--- src/rtl/store_buffer.sv ---
// store_buffer: aligns MEM-stage stores to the word, builds byte enables,
// rejects misaligned stores with a one-cycle exception pulse and queues the
// aligned writes in a small in-order FIFO that drains into data memory.
module store_buffer #(
    parameter int unsigned DEPTH = 4
) (
    input  logic                     clk,
    input  logic                     reset,
    input  logic                     in_valid,
    output logic                     in_ready,
    input  logic [31:0]              in_addr,
    input  logic [31:0]              in_data,
    input  logic [1:0]               st_op,
    output logic                     dm_valid,
    input  logic                     dm_ready,
    output logic [31:0]              dm_addr,
    output logic [31:0]              dm_wdata,
    output logic [3:0]               dm_be,
    input  logic [31:0]              ld_addr,
    output logic                     ld_hazard,
    output logic                     st_exc,
    output logic [31:0]              exc_addr,
    output logic [$clog2(DEPTH):0]   count
);

    localparam int unsigned PW = $clog2(DEPTH);
    localparam int unsigned CW = PW + 1;
    localparam logic [CW-1:0] FullCount = CW'(DEPTH);

    typedef enum logic [1:0] {
        OpSw  = 2'b00,
        OpSb  = 2'b01,
        OpSh  = 2'b10,
        OpRsv = 2'b11
    } st_op_e;

    // Entry storage; no reset needed since occupancy comes from the pointers
    logic [29:0] ent_word_q [DEPTH];
    logic [31:0] ent_data_q [DEPTH];
    logic [3:0]  ent_be_q   [DEPTH];

    logic [PW-1:0] wptr_q, wptr_d;
    logic [PW-1:0] rptr_q, rptr_d;
    logic [CW-1:0] count_q, count_d;
    logic          st_exc_q, st_exc_d;
    logic [31:0]   exc_addr_q, exc_addr_d;

    logic          accept, push, pop;
    logic          misaligned, storable;
    logic [3:0]    new_be;
    logic [31:0]   new_data;
    logic [PW-1:0] off;

    assign in_ready = (count_q < FullCount) & reset;
    assign accept   = in_valid & in_ready;
    assign push     = accept & storable;
    assign dm_valid = (count_q != '0);
    assign pop      = dm_valid & dm_ready;

    // Decode the store size into lane enables, replicated data and misalignment
    always_comb begin
        new_be     = '0;
        new_data   = '0;
        misaligned = 1'b0;
        storable   = 1'b0;
        unique case (st_op_e'(st_op))
            OpSw: begin
                new_be     = 4'b1111;
                new_data   = in_data;
                misaligned = (in_addr[1:0] != 2'b00);
                storable   = !misaligned;
            end
            OpSh: begin
                new_be     = in_addr[1] ? 4'b1100 : 4'b0011;
                new_data   = {2{in_data[15:0]}};
                misaligned = in_addr[0];
                storable   = !misaligned;
            end
            OpSb: begin
                new_be     = 4'b0001 << in_addr[1:0];
                new_data   = {4{in_data[7:0]}};
                storable   = 1'b1;
            end
            OpRsv: begin
                // reserved encoding is consumed and dropped silently
            end
        endcase
    end

    // Next-state for pointers, occupancy and the exception pulse
    always_comb begin
        wptr_d     = wptr_q;
        rptr_d     = rptr_q;
        count_d    = count_q;
        st_exc_d   = accept & misaligned;
        exc_addr_d = exc_addr_q;
        if (push) begin
            wptr_d = wptr_q + PW'(1);
        end
        if (pop) begin
            rptr_d = rptr_q + PW'(1);
        end
        count_d = count_q + CW'(push) - CW'(pop);
        if (accept & misaligned) begin
            exc_addr_d = in_addr;
        end
    end

    // Control state with synchronous active-low reset
    always_ff @(posedge clk) begin
        if (!reset) begin
            wptr_q     <= '0;
            rptr_q     <= '0;
            count_q    <= '0;
            st_exc_q   <= 1'b0;
            exc_addr_q <= '0;
        end else begin
            wptr_q     <= wptr_d;
            rptr_q     <= rptr_d;
            count_q    <= count_d;
            st_exc_q   <= st_exc_d;
            exc_addr_q <= exc_addr_d;
        end
    end

    // Write the aligned store into the tail slot
    always_ff @(posedge clk) begin
        if (push) begin
            ent_word_q[wptr_q] <= in_addr[31:2];
            ent_data_q[wptr_q] <= new_data;
            ent_be_q[wptr_q]   <= new_be;
        end
    end

    // Word-match of the in-flight load against occupied slots only
    always_comb begin
        ld_hazard = 1'b0;
        off       = '0;
        for (int i = 0; i < int'(DEPTH); i++) begin
            off = PW'(i) - rptr_q;
            if (({1'b0, off} < count_q) && (ent_word_q[i] == ld_addr[31:2])) begin
                ld_hazard = 1'b1;
            end
        end
    end

    // Head presentation; zeroed when empty so DM never sees stale lanes
    always_comb begin
        dm_addr  = '0;
        dm_wdata = '0;
        dm_be    = '0;
        if (dm_valid) begin
            dm_addr  = {ent_word_q[rptr_q], 2'b00};
            dm_wdata = ent_data_q[rptr_q];
            dm_be    = ent_be_q[rptr_q];
        end
    end

    assign st_exc   = st_exc_q;
    assign exc_addr = exc_addr_q;
    assign count    = count_q;

endmodule

--- config.mk ---
export PLATFORM = sky130hd
export DESIGN_NAME = store_buffer
export DESIGN_NICKNAME = d
export VERILOG_FILES = /design/src/rtl/store_buffer.sv
export SDC_FILE = /design/constraint.sdc
export NUM_CORES = 1
export LEC_CHECK = 0
export ABC_AREA = 1
export CAP_MARGIN = 40
export CORE_MARGIN = 2
export CORE_UTILIZATION = 55
export CTS_CLUSTER_DIAMETER = 60
export DETAILED_ROUTE_END_ITERATION = 7
export HOLD_SLACK_MARGIN = 0.08
export PLACE_DENSITY = 0.81
export SLEW_MARGIN = 20
export SYNTH_ARGS = -nofsm -noshare
export SYNTH_HDL_FRONTEND = slang
export SYNTH_SLANG_ARGS = --single-unit
--- constraint.sdc ---
create_clock -name clk -period 6.53 [get_ports clk]
set_input_delay 1.306 -clock clk [delete_from_list [all_inputs] [get_ports clk]]
set_output_delay 1.306 -clock clk [all_outputs]
set_load 0.01 [all_outputs]
==> reports/metrics.yaml <==
worstMarginPinSlew_ns: 0.806
synthXorXnorAreaFrac: 0.0302
synth_fa_ha_area_frac: 0.0102
clock_path_buffers: 3
grt_max_degree: 61
synth_cell_type_count: 32
yosys_warnings: 0
wire_per_inst_um: 18.9
status: "complete, no violations"
synth-seq-cells: 306
grt_pass1_vias: 11300
cts_resized: 0
finClkSkew_ns: 0.0174
fin_tns_setup_ns: 0
grt_setup_unrepaired: "no"
switching_share: 0.331
netlist_instances: 1507
startpoint_type: "input port"
synth_area_leaders: "edfxtp_1 (56%), nor2_1 (8.1%), nand2_1 (7.2%)"
drv_cap: 0
relSlewSlack: 0.461
clk_latency_ns: 0.56
io_buffers: 204
ios: 209
vias: 11400
hpwlAfterDp_um: 24500
synth_top_area_share: 0.558
critPathMaxFanout: 5
layout-drive-gt1-share: 0.0467
numCtsBuffers: 30
syn2layout_area_growth_pct: 23.8
arrival_ns: 3.44
clock_sinks: 306
final.period_utilization: 0.726
seqPwrFrac: 0.365
routed_wl_um: 38600
postCtsHoldBufs: 0
rows: 58
worstSetupPathType: "input port to output port"
hold_violations: 0
ir_drop_uv: 335
synth_compound_area_frac: 0.118
power_leakage_nw: 6.72
setup_viol: 0
critical_path.endpoint_type: "output port"
cts_tree: "yes"
drv_slew: 0
postRouteAntennaNets: 0
reg2reg_slack_ns: 3.92
p_int_w: 0.00416
nets: 1803
yosysTopAreaCell: "edfxtp_1"
dr.pass1.iters: 5
p_sw_w: 0.00206
post-place-ws_ns: 1.83
vias_per_cell: 5.59
clk_pin_slew_worst_paths_ns: 0.06
setup_ws_ns: 1.79
clock.fmax_mhz: 211
required_ns: 5.22
drc_errors: 0
postCtsSetupBuffers: 0
pwr_density_cell_nw_per_um2: 353
period_minus_slack_ns: 4.74
fp.dieH_um: 165
synth-simple-area-share: 0.165
grt_first_pass_wirelength_um: 58900
worst_hold_path_type: "flop to flop"
drt_iter0_markers: 1197
start_util: 0.563
n_antenna_cell: 0
hold_ws_ns: 0.486
syn_area_per_cell_um2: 9.44
synth_area_um2: 14200
root_buffer: "clkbuf_16"
grt_util_all_layers: 0.284
gp_congestion: 0.896
globalRoute.totalOverflow: 0
combPwrFrac: 0.353
ys_seq_area_frac: 0.617
core_area_um2: 25300
antenna_found_initial: 0
synth_top_family_by_area: "simple AND/OR/NAND/NOR gates"
die-area_um2: 27200
dieWidth_um: 165
htreeDepth: 1
clockPowerShare: 0.282
synth_mux_area_frac: 0
==> kinds of logic (layout without fill, tap and decap cells) <==
family          after synthesis  in the layout
xor+xnor                     49             49
flops                       306            306
simple gates                608            608
fa+ha+maj                    11             11
compound gates              324            324
other cells                   1              2
buf+inv                     208            412
==> synthesized netlist by cell type, drive strengths merged <==
master,instances
nor2,309
nand2,275
edfxtp,264
o21ai,186
inv,140
a21oi,122
dfxtp,42
clkbuf,40
xnor2,30
buf,28
xor2,19
nand3,15
o211ai,15
ha,10
or2,5
nor3,3
a211oi,1
conb,1
fa,1
nand4,1
==> area by class of cell <==
cell class / instances / area [um2]
inverter: 140 / 529
clock inverter: 20 / 206
tap: 330 / 413
sequential: 306 / 8770
timing repair buffer: 218 / 2250
clock buffer: 34 / 787
multi-input combinational: 994 / 4640
fill: 1821 / 7650
==> placed cells by master, fill, tap and decap left out, types with 15 or more instances in the layout <==
cell type          n
dfxtp_1           40
xnor2_1           30
clkbuf_16         31
inv_1            136
edfxtp_1         264
nor2_1           304
a21oi_1          122
nand2_1          273
o21ai_0          182
o211ai_1          15
xor2_1            19
clkdlybuf4s50_1  204
==> sequential cells by signal, summed over array words and instances, names as in the netlist, named ones only <==
| name | cells |
|---|---|
| count | 3 |
| ent_be_q | 16 |
| ent_data_q | 128 |
| ent_word_q | 120 |
| exc_addr | 32 |
| rptr_q | 2 |
| st_exc | 1 |
| wptr_q | 2 |
==> worst max-delay path, stage by stage <==
cell             delay (ns)
clkdlybuf4s50_1        0.58
inv_1                  0.10
nand2_1                0.08
nand2_1                0.05
nor2_1                 0.13
nand2_1                0.10
nor2_1                 0.20
nand3_1                0.11
nor2_1                 0.10
nor2_1                 0.05
nand2_1                0.09
clkdlybuf4s50_1        0.54
==> stage by stage <==
step | util | cell area (um2) | power (W) | cells
finish | 0.697 | 17600 | 0.00622 | 2042
global route | 0.697 | 17600 | 0.00649 | 2042
CTS | 0.697 | 17600 | 0.00621 | 2042
detailed placement | 0.658 | 16600 | 0.00446 | 1988
global placement | 0.655 | 16500 | 0.00437 | 1985
floorplan | - | 14200 | 0.00337 | 1508
==> metal layers <==
| metal | up-vias | wire length [um] | GRT usage |
|---|---|---|---|
| li1 | 5364 | - | - |
| met1 | 5348 | 14400 | 0.359 |
| met2 | 622 | 18700 | 0.480 |
| met3 | 90 | 4000 | 0.0540 |
| met4 | 0 | 1430 | 0.124 |
| met5 | - | 0 | 0 |
==> power by group through the flow <==
stage	combinational (W)	clock (W)	sequential, W
4_1_cts	0.00218	0.00176	0.00227
2_1_floorplan	0.00108	0	0.00229
3_5_place_dp	0.00216	0	0.00231
3_3_place_gp	0.00207	0	0.00231
5_1_grt	0.00237	0.00184	0.00228
6_report	0.00220	0.00175	0.00227
==> worst paths after layout <==
path / startpoint / to / cells after the start
hold / removal: exc_addr[29] / exc_addr[29] / 2
hold reg to reg: exc_addr[29] / exc_addr[29] / 2
setup / recovery: ld_addr[22] / ld_hazard / 12
setup reg to reg: count[2] / count[2] / 10
(Power assumes the default switching activity.)
